==> src/rtl/fetch_ifid_stage.sv <==
// Fetch stage: PC register, fetch addressing, IF/ID pipeline register,
// a BOOT/RUN/REDIRECT fetch FSM, saturating stall/flush counters and
// a check that redirect targets are word aligned.
module fetch_ifid_stage #(
    parameter logic [31:0] RESET_PC  = 32'h0000_0000,
    parameter logic [31:0] NOP_INSTR = 32'h0000_0013,
    parameter logic [31:0] PC_STEP   = 32'd4,
    parameter int unsigned CNT_W     = 16
) (
    input  logic             clk,
    input  logic             rst_n,
    input  logic             PC_stall,
    input  logic             IF_ID_stall,
    input  logic             IF_ID_flush,
    input  logic [31:0]      PC_add,
    input  logic [31:0]      imem_rdata,
    output logic [31:0]      imem_addr,
    output logic [31:0]      IF_ID_PC,
    output logic [31:0]      IF_ID_instr,
    output logic             IF_ID_valid,
    output logic [4:0]       IF_ID_RsA,
    output logic [4:0]       IF_ID_RsB,
    output logic             misalign_err,
    output logic [CNT_W-1:0] stall_count,
    output logic [CNT_W-1:0] flush_count,
    output logic [1:0]       fetch_state
);

    typedef enum logic [1:0] {
        StBoot     = 2'd0,
        StRun      = 2'd1,
        StRedirect = 2'd2
    } state_e;

    localparam logic [CNT_W-1:0] CntOne = {{(CNT_W-1){1'b0}}, 1'b1};
    localparam logic [CNT_W-1:0] CntMax = {CNT_W{1'b1}};

    state_e           r_state;
    logic [31:0]      r_pc;
    logic [31:0]      r_ifid_pc;
    logic [31:0]      r_ifid_instr;
    logic             r_ifid_valid;
    logic             r_misalign;
    logic [CNT_W-1:0] r_stall_count;
    logic [CNT_W-1:0] r_flush_count;

    // FSM, PC, IF/ID register and event counters; flush beats both stalls
    always_ff @(posedge clk or negedge rst_n) begin
        if (!rst_n) begin
            r_state       <= StBoot;
            r_pc          <= RESET_PC;
            r_ifid_pc     <= 32'h0;
            r_ifid_instr  <= NOP_INSTR;
            r_ifid_valid  <= 1'b0;
            r_misalign    <= 1'b0;
            r_stall_count <= '0;
            r_flush_count <= '0;
        end else begin
            case (r_state)
                StBoot: begin
                    // One idle cycle: hazard inputs ignored, IF/ID keeps the bubble
                    r_misalign <= 1'b0;
                    r_state    <= StRun;
                end
                StRun, StRedirect: begin
                    if (IF_ID_flush) begin
                        r_pc         <= {PC_add[31:2], 2'b00};
                        r_ifid_instr <= NOP_INSTR;
                        r_ifid_valid <= 1'b0;
                        r_ifid_pc    <= 32'h0;
                        r_misalign   <= (PC_add[1:0] != 2'b00);
                        if (r_flush_count != CntMax) begin
                            r_flush_count <= r_flush_count + CntOne;
                        end
                        r_state <= StRedirect;
                    end else begin
                        r_misalign <= 1'b0;
                        if (PC_stall) begin
                            if (r_stall_count != CntMax) begin
                                r_stall_count <= r_stall_count + CntOne;
                            end
                        end else begin
                            r_pc <= r_pc + PC_STEP;
                        end
                        // IF/ID stall is independent of PC stall
                        if (!IF_ID_stall) begin
                            r_ifid_instr <= imem_rdata;
                            r_ifid_pc    <= r_pc;
                            r_ifid_valid <= 1'b1;
                        end
                        r_state <= StRun;
                    end
                end
                default: begin
                    r_state <= StBoot;
                end
            endcase
        end
    end

    // Combinational outputs: fetch address and register-field slices
    always_comb begin
        imem_addr    = r_pc;
        IF_ID_PC     = r_ifid_pc;
        IF_ID_instr  = r_ifid_instr;
        IF_ID_valid  = r_ifid_valid;
        IF_ID_RsA    = r_ifid_instr[19:15];
        IF_ID_RsB    = r_ifid_instr[24:20];
        misalign_err = r_misalign;
        stall_count  = r_stall_count;
        flush_count  = r_flush_count;
        fetch_state  = r_state;
    end

endmodule

==> config.mk <==
export PLATFORM = sky130hd
export DESIGN_NAME = fetch_ifid_stage
export DESIGN_NICKNAME = d
export VERILOG_FILES = /design/src/rtl/fetch_ifid_stage.sv
export SDC_FILE = /design/constraint.sdc
export NUM_CORES = 1
export LEC_CHECK = 0
export CORE_MARGIN = 3
export CORE_UTILIZATION = 63
export DETAILED_ROUTE_END_ITERATION = 16
export DONT_BUFFER_PORTS = 1
export PLACE_DENSITY = 0.82
export SYNTH_ARGS = -nofsm -noshare
export SYNTH_HDL_FRONTEND = slang
export SYNTH_SLANG_ARGS = --single-unit
export TNS_END_PERCENT = 20
==> constraint.sdc <==
create_clock -name clk -period 2.9 [get_ports clk]
set_input_delay 0.58 -clock clk [delete_from_list [all_inputs] [get_ports clk]]
set_output_delay 0.58 -clock clk [all_outputs]
set_load 0.05 [all_outputs]
---- Yosys cells after proc, flatten, opt, wreduce, memory -nomap -nowiden ----
Index checks and enable logic that the tools add are counted.
word-level totals
  bits in read-only memories .............. 0
  memories ................................ 0
  bits in latches ......................... 0
  register bits after elaboration ......... 132
  memory bits (writable) .................. 0
  input bits .............................. 69
  output and inout port bits .............. 142
operators by class
  order comparisons ....................... 0
  equality and inequality tests ........... 6
  divide/modulo/power cells ............... 0
  reduce and logical (&&, ||, !) cells .... 8
  shift-type cells ........................ 0
  bitwise gates (word level) .............. 1
  $add $sub $neg .......................... 3
  $mul .................................... 0
  muxes and demuxes ....................... 12
operators by type and width
  kind                                                   count
  2-to-1 mux 32 bit                                      6
  adder 16 x 1 -> 16 bit, second input constant          2
  adder 32 x 3 -> 32 bit, second input constant          1
  inequality test 16 bit, second input constant          2
  inequality test 2 x 1 -> 1 bit, second input constant  2
  case mux 2 bit (2 select lines)                        1
  AND reduction 2 bit                                    2
  AND reduction 4 bit                                    1
  nonzero test 2 bit                                     2
  2-to-1 mux 1 bit                                       3
  AND reduction 3 bit                                    1
  equality test 2 x 1 -> 1 bit, second input constant    1
  equality test 2 bit, second input constant             1
  logical NOT 2 bit                                      1
  2-to-1 mux 2 bit                                       1
  case mux 1 bit (2 select lines)                        1
  OR reduction 2 bit                                     1
  NOT 1 bit                                              1

---- Longest topological paths before layout ----
Gate-level depths: netlist of the first run.
  word-level depth ........................ 3
  gate-level depth with buffers ........... 8

---- Worst setup path before layout of the first run ----
Ideal clock, no wire load.
  path kind ............................... register to register
  from .................................... register r_pc[8] (netlist: imem_addr[8])
  to ...................................... register r_pc[27] (netlist: imem_addr[27])
  cell stages (with the launch flop) ...... 8
  library setup time ...................... 0.070 ns
  data arrival time ....................... 2.612 ns
  path slack .............................. 0.219 ns
  cells stage by stage .................... dfrtp_1 > buf_4 > nand4_2 > or4_1 > clkbuf_2 > or4_1 > or4_1 > nand3_1
between the ends
  word-level cells in the longest chain between the ends .. 3
ends and longest elaborated chain
  item                      RTL line  RTL
  start: declaration        39        logic [31:0] r_pc;
  start signal: assignment  67        r_pc <= {PC_add[31:2], 2'b00};
  start signal: assignment  83        r_pc <= r_pc + PC_STEP;
  adder 32 x 3 -> 32 bit    83
  2-to-1 mux 32 bit         78        if (PC_stall) begin
  2-to-1 mux 32 bit         66        if (IF_ID_flush) begin
No other way between the ends. The select of a mux whose other input is x is not followed.
A chain may end at the register's enable or synchronous reset.

---- Final worst setup path of the first run ----
  from .................................... register r_pc[8] (netlist: imem_addr[8])
  to ...................................... register r_pc[30] (netlist: imem_addr[30])
The elaborated chain is that of the path after synthesis.

==> flow_summary.yaml, run 1 <==
floorplanning:
  die_x_um: 102.4
  fp.dieArea_sq_um: 10480
  row_count: 34
  chipHeight_um: 102.4
  ios: 211
  core_sq_um: 8848
  initial_core_util: 0.6611
routing:
  met3_wirelength_um: 1674
  met1Wirelength_um: 5869
  highest_layer: "met4"
  dr.pass1.iters: 5
  drt-vias-per-instance: 6.691
  detail_route.wl_per_cell_um: 22.18
  ant_nets: 0
  via_count: 4697
  drc: 0
  drtIter0Drc: 413
  drt-total-wl_um: 15570
  wl_met2_um: 7673
placement:
  dpl.hpwl_um: 10900
  place.gp.congestion: 0.9213
  placed_cell_area_sq_um: 6177
  port_buffers: 0
critical_path:
  critPathCaptureType: "flip-flop"
  path_cells: "nand4_2 -> or4_1 -> nor4_1 -> a211oi_1 -> a311oi_1"
  cp-start-kind: "flip-flop"
  crit_type: "reg2reg"
  rr_startpoint: "imem_addr[8]$_DFFE_PN0P_"
  crit_arrival_ns: 2.90
  reg2regPathDepth: 5
  critPathSlowestCell: "or4_1"
  critical_path.top_delay_family: "simple AND/OR/NAND/NOR gates"
  required_ns: 3.31
  slowest_delay_ns: 0.76
  rr_endpoint: "imem_addr[30]$_DFFE_PN0P_"
  regToRegSetupSlack_ns: 0.41
  path_buf_inv: 0
  path_depth: 5
  cp_max_fo: 15
cells_and_area:
  stdcell_area_sq_um: 6755
  nNetsFinal: 652
  num-fill-cells: 586
  syn_to_final_growth_pct: 15.49
  drive_above_1_share: 0.1540
run_status:
  violations: "negative hold slack"
  status: "finished, violations left"
flow_run:
  maxCapViolCount: 0
sta:
  max_freq_mhz: 401.6
  rsz0062_at_grt: "no"
  slew_violations: 0
  hold_slack_ns: -0.2371
  hold_violations: 126
  finalSetupViolCount: 0
  worst_pin_slew_ns: 0.9368
  finClkSkew_ns: 0.009777
  post-route-min-period_ns: 2.490
  period_share: 0.8586
  finalSetupTns_ns: 0
  relSlewSlack: 0.3755
yosys:
  synthTopCellsByArea: "dfrtp_1, a22o_1, nand2_1"
  synth-edff-count: 0
  synth_warnings: 0
  netlist.area_leader.share: 0.5390
  ys_types: 53
  synthFlopType: "dfrtp_1"
  async_flop_share: 1.000
  netlist_area_sq_um: 5849
  synth_seq_area_share: 0.5525
  synth_cells: 553
  synth_area_leader_cell: "dfrtp_1"
  yosys_register_bits: 129
  syn_avg_cell_area_sq_um: 10.58
global_routing:
  grt-ovfl-total: 0
  antenna_found_initial: 1
  grt_max_degree: 130
  first_global_vias: 4667
  grt_pass1_wl_um: 23980
  track_usage: 0.2975
worst_hold_path:
  hold_path_class: "in2async"
cts:
  postCtsSetupBuffers: 0
  cts_root_buffer: "clkbuf_8"
  cts_max_level: 4
  clkSinkCount: 129
  worstSkewPairLatency_ns: 0.51
  cts_buffers: 17
  cts_tree: "done"
  cts.repair.resized: 0
  clock_path_buffers: 2
  clk_pin_slew_worst_paths_ns: 0.06
power_and_ir_drop:
  p_per_area_nw_per_um2: 1483
  leakagePower_nw: 3.028
  vdd_ir_drop_max_mv: 0.8991
==> cells in the mapped netlist (3+ instances only) <==
cell type / number
nand2_1: 41
a21o_1: 3
clkbuf_1: 25
mux2i_1: 3
a311oi_1: 5
or4_1: 5
o22ai_1: 3
and3_1: 9
inv_1: 13
ha_1: 5
mux2_2: 3
o22a_1: 4
a22o_1: 58
a22oi_1: 4
or3_1: 5
buf_4: 14
xnor2_1: 16
dfstp_2: 3
and4_1: 4
xor2_1: 8
nor2_1: 40
nand3_1: 25
dfrtp_1: 126
buf_1: 3
nor3_1: 13
a21oi_1: 19
and2_1: 5
a211oi_1: 7
o21ai_0: 30
nor4_1: 10
nand4_1: 12
==> cell type report <==
cell class | instances | area [sq um] | share of cell area
clock inverters | 14 | 142.6 | 0.02112
well taps | 108 | 135.1 | 0.02000
inverters | 13 | 48.80 | 0.007224
clock buffers | 18 | 427.9 | 0.06334
repair buffers | 48 | 385.4 | 0.05705
flip-flops and latches | 129 | 3232 | 0.4784
diodes | 3 | 7.507 | 0.001111
multi-input cells | 369 | 2376 | 0.3517
==> worst max-delay path by stage <==
stage | from | to | slack, ns
2_1_floorplan | imem_addr[8]$_DFFE_PN0P_ | imem_addr[27]$_DFFE_PN0P_ | 0.22
3_3_place_gp | imem_addr[8]$_DFFE_PN0P_ | imem_addr[27]$_DFFE_PN0P_ | 0.54
3_5_place_dp | imem_addr[8]$_DFFE_PN0P_ | imem_addr[30]$_DFFE_PN0P_ | 0.45
4_1_cts | imem_addr[8]$_DFFE_PN0P_ | imem_addr[30]$_DFFE_PN0P_ | 0.43
5_1_grt | imem_addr[8]$_DFFE_PN0P_ | imem_addr[30]$_DFFE_PN0P_ | 0.17
6_report | imem_addr[8]$_DFFE_PN0P_ | imem_addr[30]$_DFFE_PN0P_ | 0.41
==> flip-flops by register name, summed over array words and instances (netlist names) <==
register	count
IF_ID_PC	31
IF_ID_instr	32
IF_ID_valid	1
fetch_state	2
flush_count	16
imem_addr	30
misalign_err	1
stall_count	16
==> per-stage QoR <==
step	setup slack, ns	instances	utilization	power [mW]
after floorplan	0.2186	554	-	7.024
after global placement	0.5382	667	0.6981	7.861
after detailed placement	0.4524	667	0.6981	7.980
after CTS	0.4315	699	0.7626	10.03
after global routing	0.1698	700	0.7629	10.47
final	0.4101	702	0.7634	10.02
==> metal layers <==
layer / GRT usage / up-vias
li1: - / 2084
met1: 0.3636 / 2285
met2: 0.4893 / 292
met3: 0.1031 / 36
met4: 0.1110 / 0
met5: 0 / -
==> power breakdown <==
group          switching [mW]  internal [mW]  total [mW]
Clock                   0.836           1.18        2.02
Sequential               2.34           2.44        4.78
Combinational            2.16           1.06        3.22
Total                    5.34           4.68        10.0
==> cell usage in the layout (no fill, tap or decap), types with 4 or more instances in the layout <==
cell	instances
or4_1	5
o22a_1	4
nand3_1	25
nor2_1	39
a211oi_1	7
inv_6	6
buf_4	46
and3_1	9
nand2_1	41
a22o_1	58
nor4_1	10
nand4_1	12
or3_1	5
clkbuf_16	16
ha_1	5
nor3_1	13
a311oi_1	5
and2_1	5
inv_1	13
a21oi_1	19
and4_1	4
xor2_1	8
xnor2_1	16
a22oi_1	4
dfrtp_1	126
o21ai_0	30
==> cells by family (layout without fill, tap and decap cells) <==
family                     after synthesis  after routing  synth area share
DFF                                    129            129            0.5525
AOI/OAI and AO/OA                      156            156            0.1947
adders and majority gates                5              5           0.01070
other                                    1              5         0.0006411
muxes                                    6              6           0.01091
xor gates and xnor gates                24             24           0.03594
and+or+nand+nor                        176            176            0.1495
buffers and inverters                   56             93           0.04513
No activity file was read; power rests on OpenSTA's default activity.
==> run 2: changes to the inputs <==
--- a/config.mk
+++ b/config.mk
@@ -6,10 +6,11 @@
 export NUM_CORES = 1
 export LEC_CHECK = 0
 export CORE_MARGIN = 3
-export CORE_UTILIZATION = 63
+export CORE_UTILIZATION = 57
 export DETAILED_ROUTE_END_ITERATION = 16
 export DONT_BUFFER_PORTS = 1
-export PLACE_DENSITY = 0.82
+export HOLD_SLACK_MARGIN = 0.03
+export PLACE_DENSITY = 0.78
 export SYNTH_ARGS = -nofsm -noshare
 export SYNTH_HDL_FRONTEND = slang
 export SYNTH_SLANG_ARGS = --single-unit
==> constraint.sdc (replaced) <==
create_clock -name clk -period 2.2 [get_ports clk]
set_input_delay 0.44 -clock clk [delete_from_list [all_inputs] [get_ports clk]]
set_output_delay 0.44 -clock clk [all_outputs]
set_load 0.05 [all_outputs]
==> run 2 against run 1 <==
Against the previous run: the run still ends with negative hold slack left; maximum frequency up 17%; cell count up 10%; core utilization down 2.2 points; clock power up 53%; global-route usage up 1.4 points; combinational power up 79%; power up 42%; critical path depth up 2; flip-flop and latch count unchanged; sequential power up 14%.
==> flow_summary.yaml, run 2 (same netlist as run 1, synthesis figures left out) <==
run_status:
  status: "finished, violations left"
  violations: "negative hold slack"
placement:
  port_buffers: 0
  dp_cells: 737
  place.gp.congestion: 0.8984
  dpl.hpwl_um: 12150
sta:
  max_freq_mhz: 467.9
  worst_pin_slew_ns: 1.207
  hold_slack_ns: -0.3930
  period_share: 0.9714
  finClkSkew_ns: 0.007514
  slew_violations: 0
  hold_violations: 129
  post-route-min-period_ns: 2.137
  relSlewSlack: 0.1935
  finalSetupViolCount: 0
cts:
  cts_max_level: 4
  clk_pin_slew_worst_paths_ns: 0.06
  cts_buffers: 17
  clock_path_buffers: 2
  worstSkewPairLatency_ns: 0.53
  cts_tree: "done"
  cts_root_buffer: "clkbuf_8"
  clkSinkCount: 129
critical_path:
  regToRegSetupSlack_ns: 0.06
  cp-start-kind: "flip-flop"
  critPathCaptureType: "flip-flop"
  crit_type: "reg2reg"
  reg2regPathDepth: 7
  cp-startpoint: "fetch_state[1]$_DFF_PN0_"
  cp_max_fo: 6
  crit_arrival_ns: 2.58
  required_ns: 2.64
  rr_endpoint: "stall_count[12]$_DFFE_PN0P_"
  rr_startpoint: "fetch_state[1]$_DFF_PN0_"
floorplanning:
  initial_core_util: 0.5930
  fp.dieArea_sq_um: 11510
  ios: 211
  die_x_um: 107.3
  chipHeight_um: 107.3
  core_sq_um: 9864
  row_count: 36
power_and_ir_drop:
  p_per_area_nw_per_um2: 1951
  vdd_ir_drop_max_mv: 1.114
  leakagePower_nw: 3.319
  totalPowerFinal_mw: 14.26
routing:
  drt-vias-per-instance: 6.539
  dr.pass1.iters: 5
  drc: 0
  via_count: 5048
  detail_route.wl_per_cell_um: 23.12
  drtIter0Drc: 544
  drt-total-wl_um: 17850
  ant_nets: 0
flow_run:
  maxCapViolCount: 0
cells_and_area:
  nNetsFinal: 698
  drive_above_1_share: 0.2480
  layout_common_cells: "dfrtp_1, buf_4, a22o_1"
  largest_reg_flops: 32
  final_cell_count_no_fill: 772
  num-fill-cells: 668
  syn_to_final_growth_pct: 24.98
  final_common_cell: "dfrtp_1"
global_routing:
  antenna_found_initial: 2
  track_usage: 0.3120
  first_global_vias: 5003
  grt_pass1_wl_um: 27550
  grt_max_degree: 130
  grt-ovfl-total: 0
worst_hold_path:
  hold_path_class: "in2async"
==> run 2: cell types whose count changed in the layout (fill, tap and decap cells not counted), sizes merged <==
cell / before / now
diode: 3 / 2
inv: 20 / 14
dlygate4sd3: 0 / 1
clkinvlp: 3 / 4
buf: 48 / 93
clkbuf: 18 / 19
bufinv: 1 / 5
==> run 2: per-stage QoR <==
step           utilization  setup TNS, ns  worst slack (ns)  area [sq um]  hold slack [ns]
3_5_place_dp        0.6664              0           0.02355          6574           0.1474
3_3_place_gp        0.6664              0            0.1430          6574           0.1469
6_report            0.7411              0           0.06285          7311          -0.3930
5_1_grt             0.7411      -0.009967         -0.009186          7311          -0.4152
4_1_cts             0.7325              0          0.008376          7226          -0.4021
2_1_floorplan            -        -0.6042           -0.2479          5894           0.1444
==> run 2: routing by layer <==
layer	vias to the layer above	routed length [um]	global-route usage
met5	-	0	0
met4	0	511	0.1324
met3	49	2067	0.1158
met2	323	8493	0.4830
met1	2491	6775	0.3952
li1	2185	-	-
==> run 2: worst max-delay path by stage <==
stage / endpoint / slack (ns) / cells after the start
4_1_cts: IF_ID_instr[2]$_DFFE_PN0P_ / 0.008 / 5
5_1_grt: stall_count[12]$_DFFE_PN0P_ / -0.009 / 7
3_5_place_dp: IF_ID_instr[2]$_DFFE_PN0P_ / 0.02 / 5
2_1_floorplan: imem_addr[27]$_DFFE_PN0P_ / -0.25 / 7
6_report: stall_count[12]$_DFFE_PN0P_ / 0.06 / 7
3_3_place_gp: IF_ID_PC[2]$_DFFE_PN0P_ / 0.14 / 5
==> run 2: power by group <==
part           switching (mW)  internal, mW
combinational            3.99          1.76
clock                    1.07          2.02
sequential               2.18          3.25
total                    7.24          7.02
==> run 2: worst max-delay path, stage by stage (launching register included) <==
cell	delay, ns
dfrtp_2	0.37
inv_1	0.07
ha_4	0.31
nor2b_2	0.21
nand2_1	0.11
or4_1	0.62
nor2_1	0.18
xor2_1	0.19
==> run 2: repair_timing <==
item	4_1_cts	5_1_grt
endpoints found under the setup margin	2	71
hold endpoints to repair	129	130
resized for setup	1	12
pin swaps	0	2
buffers inserted	0	0
==> run 2: cell type report <==
class | count | area [sq um] | area share
sequential | 129 | 3242 | 0.4434
inverter | 13 | 48.80 | 0.006675
timing repair buffer | 94 | 733.2 | 0.1003
tap | 133 | 166.4 | 0.02276
clock buffer | 19 | 441.7 | 0.06041
multi-input combinational | 369 | 2466 | 0.3373
antenna | 2 | 5.005 | 0.0006846
clock inverter | 13 | 207.7 | 0.02841
